`src/rtl/pause_dim_ctrl.sv`:
```
`default_nettype none
// ============================================================================
// Module   : pause_dim_ctrl
// Purpose  : Merges user, external and OSD pause sources into a registered
//            pause_cpu. After DIM_SECS of continuous pause, it dims the video.
//            Define PAUSE_GREYSCALE_EN to dim to greyscale instead of halving.
// Revision : 1.0  initial release
// ============================================================================
module pause_dim_ctrl #(
  parameter int RW            = 2,
  parameter int GW            = 2,
  parameter int BW            = 2,
  parameter int NREQ          = 2,
  parameter int TICKS_PER_SEC = 11_000_000,
  parameter int DIM_SECS      = 10
) (
  input  logic                   clk_sys,
  input  logic                   reset,
  input  logic                   user_button,
  input  logic [NREQ-1:0]        pause_request,
  input  logic                   OSD_STATUS,
  input  logic [1:0]             options,
  input  logic [RW+GW+BW-1:0]    rgb_in,
  output logic                   pause_cpu,
  output logic                   dim_active,
  output logic [NREQ+1:0]        pause_src,
  output logic [RW+GW+BW-1:0]    rgb_out
);

  localparam int c_PIX_W   = RW + GW + BW;
  localparam int c_PRESC_W = (TICKS_PER_SEC > 1) ? $clog2(TICKS_PER_SEC) : 1;
  localparam logic [c_PRESC_W-1:0] c_PRESC_MAX = c_PRESC_W'(TICKS_PER_SEC - 1);
  localparam logic [7:0]           c_DIM_SECS  = 8'(DIM_SECS);

  typedef enum logic [1:0] {
    ST_IDLE  = 2'd0,
    ST_COUNT = 2'd1,
    ST_DIM   = 2'd2
  } dim_state_t;

  logic                 r_btn_meta;
  logic                 r_btn_sync;
  logic                 r_btn_prev;
  logic                 r_user_pause;
  logic                 w_btn_rise;
  logic [NREQ+1:0]      w_src_nxt;
  logic                 w_run;
  dim_state_t           r_state;
  dim_state_t           w_state_nxt;
  logic [c_PRESC_W-1:0] r_presc;
  logic [c_PRESC_W-1:0] w_presc_nxt;
  logic [7:0]           r_secs;
  logic [7:0]           w_secs_nxt;
  logic                 w_dim_nxt;
  logic [c_PIX_W-1:0]   w_dimmed;

  assign w_btn_rise = r_btn_sync & ~r_btn_prev;
  assign w_src_nxt  = {options[0] & OSD_STATUS, r_user_pause, pause_request};
  assign w_run      = pause_cpu & options[1];
  assign w_dim_nxt  = (w_state_nxt == ST_DIM);

  // Any cycle without an active, dim-enabled pause restarts the timer.
  always_comb begin
    w_state_nxt = r_state;
    w_presc_nxt = r_presc;
    w_secs_nxt  = r_secs;
    if (!w_run) begin
      w_state_nxt = ST_IDLE;
      w_presc_nxt = '0;
      w_secs_nxt  = '0;
    end else begin
      case (r_state)
        ST_IDLE, ST_COUNT: begin
          if (r_presc == c_PRESC_MAX) begin
            w_presc_nxt = '0;
            w_secs_nxt  = r_secs + 8'd1;
            w_state_nxt = (w_secs_nxt == c_DIM_SECS) ? ST_DIM : ST_COUNT;
          end else begin
            w_presc_nxt = r_presc + 1'b1;
            w_state_nxt = ST_COUNT;
          end
        end
        ST_DIM: begin
        end
        default: begin
          w_state_nxt = ST_IDLE;
          w_presc_nxt = '0;
          w_secs_nxt  = '0;
        end
      endcase
    end
  end

`ifdef PAUSE_GREYSCALE_EN
  logic [7:0] w_r8;
  logic [7:0] w_g8;
  logic [7:0] w_b8;
  logic [7:0] w_yd;

  // Bit-replicate each channel to 8 bits, then take half of the weighted luma.
  always_comb begin
    for (int i = 0; i < 8; i++) begin
      w_r8[7-i] = rgb_in[c_PIX_W-1 - (i % RW)];
      w_g8[7-i] = rgb_in[GW+BW-1 - (i % GW)];
      w_b8[7-i] = rgb_in[BW-1 - (i % BW)];
    end
    w_yd = 8'(({2'b00, w_r8} + {1'b0, w_g8, 1'b0} + {2'b00, w_b8}) >> 3);
    w_dimmed = {w_yd[7 -: RW], w_yd[7 -: GW], w_yd[7 -: BW]};
  end
`else
  always_comb begin
    w_dimmed = {rgb_in[c_PIX_W-1 -: RW] >> 1,
                rgb_in[GW+BW-1 -: GW] >> 1,
                rgb_in[BW-1 -: BW] >> 1};
  end
`endif

  always_ff @(posedge clk_sys or posedge reset) begin
    if (reset) begin
      r_btn_meta   <= 1'b0;
      r_btn_sync   <= 1'b0;
      r_btn_prev   <= 1'b0;
      r_user_pause <= 1'b0;
      pause_src    <= '0;
      pause_cpu    <= 1'b0;
      r_state      <= ST_IDLE;
      r_presc      <= '0;
      r_secs       <= '0;
      dim_active   <= 1'b0;
      rgb_out      <= '0;
    end else begin
      r_btn_meta   <= user_button;
      r_btn_sync   <= r_btn_meta;
      r_btn_prev   <= r_btn_sync;
      r_user_pause <= r_user_pause ^ w_btn_rise;
      pause_src    <= w_src_nxt;
      pause_cpu    <= |w_src_nxt;
      r_state      <= w_state_nxt;
      r_presc      <= w_presc_nxt;
      r_secs       <= w_secs_nxt;
      // rgb_out and dim_active switch together on the same edge.
      dim_active   <= w_dim_nxt;
      rgb_out      <= w_dim_nxt ? w_dimmed : rgb_in;
    end
  end

endmodule
`default_nettype wire

```
`config.mk`:
```
export PLATFORM = sky130hd
export DESIGN_NAME = pause_dim_ctrl
export DESIGN_NICKNAME = d
export VERILOG_FILES = /design/src/rtl/pause_dim_ctrl.sv
export SDC_FILE = /design/constraint.sdc
export NUM_CORES = 1
export LEC_CHECK = 0
export ABC_CLOCK_PERIOD_IN_PS = 2500
export CAP_MARGIN = 20
export CORE_MARGIN = 2
export CORE_UTILIZATION = 35
export CTS_CLUSTER_DIAMETER = 40
export DETAILED_ROUTE_END_ITERATION = 6
export PLACE_DENSITY = 0.63
export SLEW_MARGIN = 20
export SYNTH_ARGS = -nofsm -noshare
export SYNTH_HDL_FRONTEND = slang
export SYNTH_SLANG_ARGS = --single-unit
```
`constraint.sdc`:
```
create_clock -name clk_sys -period 2.5 [get_ports clk_sys]
set_input_delay 0.25 -clock clk_sys [delete_from_list [all_inputs] [get_ports clk_sys]]
set_output_delay 0.25 -clock clk_sys [all_outputs]
set_load 0.005 [all_outputs]
```
After elaboration in Yosys (flattened, before gate mapping):

Index checks and enable logic that the tools add are counted.

* register bits: 50
* input bits: 14
* output and inout port bits: 12

* $add $sub $neg: 2
* equal/unequal tests: 7
* mux-type cells: 11
* bitwise logic cells: 5
* reductions and logical operators: 4

Operators by type and width (number)
* two-way mux 24 bit: 2
* one-hot mux 24 bit (2 select lines): 1
* adder 24 x 1 -> 24 bit (second input constant): 1
* equality test 24 bit (second input constant): 1
* two-way mux 8 bit: 2
* one-hot mux 8 bit (2 select lines): 1
* adder 8 x 1 -> 8 bit (second input constant): 1
* equality test 8 x 4 -> 1 bit (second input constant): 1
* two-way mux 2 bit: 3
* two-way mux 6 bit: 1
* equality test 2 bit (second input constant): 2
* one-hot mux 2 bit (2 select lines): 1
* OR reduction 4 bit: 1
* AND 1 bit: 3
* inequality test 3 bit (second input constant): 1
* equality test 2 x 1 -> 1 bit (second input constant): 1
* logical NOT 2 bit: 1
* inequality test 2 bit (second input constant): 1
* AND reduction 2 bit: 1
* OR reduction 2 bit: 1
* inverter 1 bit: 1
* XOR 1 bit: 1

Longest topological paths before layout:

Gate-level depths: netlist of run 1.

* word-level depth: 8
* mapped depth: 7
* gate-level depth less buffers: 7

Worst setup path after synthesis of run 1:

Ideal clock, no wire load.

* path kind: register to register
* start point: register r_presc[0]
* end point: register rgb_out[0]
* library setup time: 0.128 ns
* arrival time: 2.120 ns
* slack: 0.252 ns
* cell stages (with the launch flop): 7
* cells stage by stage: dfrtp_1 -> ha_1 -> nand4_1 -> or4_4 -> nor4_2 -> a21oi_2 -> mux2_1

* longest elaborated chain between the ends: 6

RTL lines
* start: declaration: line 50 `logic [c_PRESC_W-1:0] r_presc;`
* start signal: assignment: line 139 `r_presc <= w_presc_nxt;`
* equality test 24 bit: line 74 `if (r_presc == c_PRESC_MAX) begin`
* two-way mux 2 bit: line 74
* one-hot mux 2 bit (2 select lines): line 72 `case (r_state)`
* two-way mux 2 bit: line 67 `if (!w_run) begin`
* equality test 2 bit: line 60 `assign w_dim_nxt = (w_state_nxt == ST_DIM);`
* two-way mux 6 bit: line 143 `rgb_out <= w_dim_nxt ? w_dimmed : rgb_in;`
* end signal: assignment: line 143
* end: declaration: line 27 `output logic [RW+GW+BW-1:0] rgb_out`

Every way passes these cells.
A chain may end at the register's enable or synchronous reset.

Worst setup path after layout of run 1:

* start point: register r_presc[8]
* end point: register rgb_out[4]

Same word-level chain as after synthesis.

==> results.tsv, run 1 <==
metric	value	unit
ctsHoldBuffers	0	
nets	280	
root_buffer	clkbuf_8	
power_leakage	1.27	nW
post_cts_buffers	0	
core_area	6720	µm²
ys_top_cells_by_area	dfrtp_1, xor2_1, nand3_1	
die_area	7520	µm²
p_seq_frac	0.540	
ys.flop_type	dfrtp_1	
gr-total-overflow	0	
fin_crit_sh	0.933	
yosys.area.top_type	dfrtp_1	
critPathBufInv	0	
area.growth.synth_to_final	21.7	%
endpoint_kind	register	
die_x	86.7	µm
worstSetupStartpointType	register	
grt_max_degree	27	
netlist_area	2400	µm²
routabilityCongestion	0.775	
fmax	0.429	GHz
drt-total-wl	4.77	mm
tns	0	ps
power.density	564	nW/µm²
hpwl	3.42	mm
slowest_stage	or4b_4	
drive_gt1_frac	0.125	
critPathKind	register to register	
avgRoutedWirePerCell	13.9	µm
grt_usage	0.140	
required	2700	ps
p_switching	0.396	mW
vias	1829	
clock-sinks	50	
fillers	654	
drc	0	
min_path_type	input pin to async pin	
synth_seq_area_share	0.522	
path_max_fanout	8	
hold_violations	0	
avgSynthCellArea	10.5	µm²
dr.pass1.iters	4	
switching_share	0.241	
worst_pin_slew	558	ps
synth_cell_types	52	
layout_commonest_cell	dfrtp_1	
setup_violations	0	
clk_pin_slew_worst_paths	100	ps
maxCapViolations	0	
synth_edf_count	0	
ctsResizeCount	0	
min_period	2330	ps
status	finished, final reports clean	
rsz0062_at_grt	no	
cpLargestDelayFamily	simple AND/OR/NAND/NOR gates	
arrival	2540	ps
synth_top_area_share	0.522	
drv_slew	0	
cts_tree	done	
ys_warn_count	0	
p_int	1.25	mW
power_frac_comb	0.102	
htree_levels	2	
clkPwrFrac	0.358	
postPlaceCellArea	2800	µm²
skew	8.52	ps
die_h	86.7	µm
grt_pass1_vias	1838	
ios	26	
synth_nets	246	
ant_nets	0	
async_flop_share	1.00	
cts_made_buffers	5	
irDropWorstVdd	0.297	mV
worst_skew_pair.late_latency	310	ps
synth_seq_cells	50	
viasPerCell	5.32	
grt_pass1_wl	8.43	mm
synth_cells	229	
n_antenna_cell	0	
clockBufferDepth	2	
cp_slowest_stage_delay	570	ps
initial_core_util	0.357	
crit_chain	or4b_4, or4_4, nor4_2, a21oi_2, mux2_1	
row_count	30	
slew_headroom	0.627	
antenna_found_initial	0	
layout_common_cells	dfrtp_1, clkdlybuf4s50_1, nor2_1	
drtIter0Drc	55	
final_area	2920	µm²
port_buffers	25	
==> Yosys cell counts, drive strengths merged, types with 3 or more instances <==
cell type / number
dfrtp: 50
nor2: 24
nand2: 20
nand3: 18
xor2: 15
o21ai: 10
nand4: 8
a31oi: 6
and2: 6
and3: 6
clkbuf: 6
inv: 5
a21oi: 4
nor4: 4
or4: 4
and3b: 3
and4: 3
ha: 3
mux2: 3
o211ai: 3
xnor2: 3
==> stage by stage <==
stage	hold WS (ps)	std cells	setup WS [ps]	total power, mW	utilization
2_1_floorplan	281	229	252	0.975	-
3_3_place_gp	333	336	199	1.07	0.417
3_5_place_dp	336	336	150	1.07	0.417
4_1_cts	324	344	136	1.67	0.434
5_1_grt	361	344	37.2	1.73	0.434
6_report	308	344	166	1.65	0.434
==> cell families (layout without fill, tap and decap cells) <==
family,after synthesis,count (layout),share of synthesized area
AOI/OAI and AO/OA,36,36,0.102
xor gates and xnor gates,18,18,0.0658
adders and majority gates,3,3,0.0157
buffers and inverters,12,47,0.0193
DFF,50,50,0.522
muxes,5,5,0.0225
and+or+nand+nor,105,105,0.252
==> routing by layer <==
metal / vias up / share of wire / wire length, µm / global-route usage
li1: 893 / - / - / -
met4: 0 / 0.015 / 70 / 0.0440
met1: 904 / 0.49 / 2320 / 0.183
met5: - / 0 / 0 / 0
met2: 27 / 0.47 / 2230 / 0.232
met3: 5 / 0.031 / 149 / 0.0295
==> flip-flops by register name (all words and copies together) (netlist names) <==
| register | flops |
|---|---|
| r_state | 2 |
| r_secs | 8 |
| dim_active | 1 |
| rgb_out | 6 |
| r_presc | 24 |
| r_btn_prev | 1 |
| r_btn_sync | 1 |
| r_btn_meta | 1 |
| pause_cpu | 1 |
| r_user_pause | 1 |
| pause_src | 4 |
==> path summary, 6_finish.rpt <==
check | start | end | slack (ps) | cells after the start
min reg2reg | r_btn_meta | r_btn_sync | 360 | 0
max | r_presc[8] | rgb_out[4] | 170 | 5
min in group clk_sys | r_btn_meta | r_btn_sync | 360 | 0
max in group asynchronous | reset | r_presc[3] | 1670 | 3
max reg2reg | r_presc[8] | rgb_out[4] | 170 | 5
min | reset | r_presc[6] | 310 | 2
==> layout make-up <==
cell class	count	area (µm²)	area share
Multi-Input combinational cell	167	1100	0.377
Clock buffer	5	68.8	0.0236
Tap cell	80	100	0.0343
Sequential cell	50	1250	0.429
Inverter	5	18.8	0.00644
Timing Repair Buffer	34	330	0.113
Clock inverter	3	48.8	0.0167
==> power groups by stage <==
stage                     registers (mW)  logic, mW  clock network, mW
after floorplan                    0.898     0.0774                  0
after global placement             0.902      0.169                  0
after detailed placement           0.904      0.170                  0
after CTS                          0.888      0.171              0.610
after global routing               0.896      0.188              0.643
final                              0.888      0.168              0.590
No activity file was read; power rests on OpenSTA's default activity.
==> run 2, diff against run 1 <==
--- a/config.mk
+++ b/config.mk
@@ -10,8 +10,10 @@
 export CORE_MARGIN = 2
 export CORE_UTILIZATION = 35
 export CTS_CLUSTER_DIAMETER = 40
+export CTS_CLUSTER_SIZE = 8
 export DETAILED_ROUTE_END_ITERATION = 6
 export PLACE_DENSITY = 0.63
+export SETUP_SLACK_MARGIN = 0.02
 export SLEW_MARGIN = 20
 export SYNTH_ARGS = -nofsm -noshare
 export SYNTH_HDL_FRONTEND = slang
==> results of run 2 <==
Final layout, timing and power as in run 1 (identical DEF).
==> run 3, diff against run 2 <==
--- a/config.mk
+++ b/config.mk
@@ -8,11 +8,11 @@
 export ABC_CLOCK_PERIOD_IN_PS = 2500
 export CAP_MARGIN = 20
 export CORE_MARGIN = 2
-export CORE_UTILIZATION = 35
+export CORE_UTILIZATION = 56
 export CTS_CLUSTER_DIAMETER = 40
 export CTS_CLUSTER_SIZE = 8
 export DETAILED_ROUTE_END_ITERATION = 6
-export PLACE_DENSITY = 0.63
+export PLACE_DENSITY = 0.88
 export SETUP_SLACK_MARGIN = 0.02
 export SLEW_MARGIN = 20
 export SYNTH_ARGS = -nofsm -noshare
==> run 3 against run 2 <==
Sequential power about the same; critical endpoint unchanged; via count increased by 4.6%; cell area decreased by 2.0%; routed wire length increased by 9.1%; largest power group unchanged; register-to-register slack improved by 20 ps; largest cell class unchanged.
==> results.tsv, run 3 (synthesis gave the netlist of run 1 again) <==
metric	value	unit
reg2reg_slack	180	ps
setup_violations	0	
arrival	2510	ps
ctsHoldBuffers	0	
gr-total-overflow	0	
row_count	23	
path_max_fanout	8	
initial_core_util	0.591	
required	2690	ps
rsz0062_at_grt	no	
power.density	565	nW/µm²
avgRoutedWirePerCell	16.6	µm
die_h	69.4	µm
worst_skew_pair.late_latency	300	ps
wl_met2	2.69	mm
drtIter0Drc	200	
dr.pass1.iters	4	
min_path_type	input pin to async pin	
routabilityCongestion	0.851	
nets	280	
drive_gt1_frac	0.121	
worstSetupStartpointType	register	
clock-sinks	50	
fmax	0.432	GHz
maxCapViolations	0	
top_layer_used	met4	
grt_pass1_wl	8.79	mm
grt_pass1_vias	1977	
ios	26	
power_leakage	1.26	nW
n_antenna_cell	0	
route.met3.wl	200	µm
cts_made_buffers	5	
skew	9.34	ps
hold_violations	0	
m1WireLength	2.19	mm
cts_tree	done	
clk_pin_slew_worst_paths	90	ps
dp_slack	173	ps
hpwl	3.57	mm
top_register	r_presc	
slew_headroom	0.639	
min_period	2320	ps
layout_commonest_cell	dfrtp_1	
grt_usage	0.226	
drv_slew	0	
top_regs	r_presc x24, r_secs x8, rgb_out x6	
antenna_found_initial	0	
die_x	69.4	µm
htree_levels	2	
ant_nets	0	
drt-total-wl	5.21	mm
status	finished, final reports clean	
layout_common_cells	dfrtp_1, clkdlybuf4s50_1, nor2_1	
irDropWorstVdd	0.536	mV
port_buffers	25	
clockBufferDepth	2	
ctsResizeCount	0	
critPathKind	register to register	
root_buffer	clkbuf_8	
tns	0	ps
viasPerCell	6.09	
core_area	4060	µm²
endpoint_kind	register	
vias	1913	
fin_crit_sh	0.927	
die_area	4820	µm²
area.growth.synth_to_final	19.3	%
fin_ws	184	ps
largest_register_ffs	24	
worst_pin_slew	541	ps
total_power	1.62	mW
drc	0	
grt_max_degree	23	
post_cts_buffers	0	
run 3: report_power, final:
| part | switching, mW | leakage, nW | internal (mW) | total [mW] |
|---|---|---|---|---|
| Combinational | 0.0790 | 0.554 | 0.0902 | 0.169 |
| Sequential | 0.0387 | 0.658 | 0.852 | 0.890 |
| Clock | 0.258 | 0.0514 | 0.299 | 0.557 |
run 3: path summary, 6_finish.rpt:
check	start	endpoint	depth (start not counted)
min in group clk_sys	r_btn_meta	r_btn_sync	0
max	r_presc[8]	rgb_out[4]	5
max reg2reg	r_presc[8]	rgb_out[4]	5
min	reset	pause_cpu	2
min reg2reg	r_btn_meta	r_btn_sync	0
max in group asynchronous	reset	r_presc[6]	3
run 3: layout make-up:
cell class / instances / area (µm²)
fillers: 291 / 1200
multi-input cells: 167 / 1100
clock inverters: 2 / 37.5
inverters: 5 / 18.8
clock buffers: 6 / 72.6
flip-flops and latches: 50 / 1250
repair buffers: 34 / 318
well taps: 50 / 62.6
run 3: layer usage:
metal / vias to the layer above / GRT usage
li1: 898 / -
met1: 947 / 0.278
met2: 53 / 0.388
met3: 15 / 0.0422
met4: 0 / 0.100
met5: - / 0
run 3: metrics by stage:
step / cell area, µm² / std cells / util / hold WS [ps]
after global placement: 2750 / 306 / 0.677 / 336
after CTS: 2860 / 314 / 0.705 / 186
after global routing: 2860 / 314 / 0.705 / 217
final: 2860 / 314 / 0.705 / 182
after detailed placement: 2750 / 306 / 0.677 / 343
after floorplan: 2400 / 229 / - / 281
run 3: critical path, stage by stage (launching register included):
cell     delay, ps
dfrtp_1        440
or4b_4         580
or4_4          450
nor4_2         250
a21oi_2        160
mux2_1         340
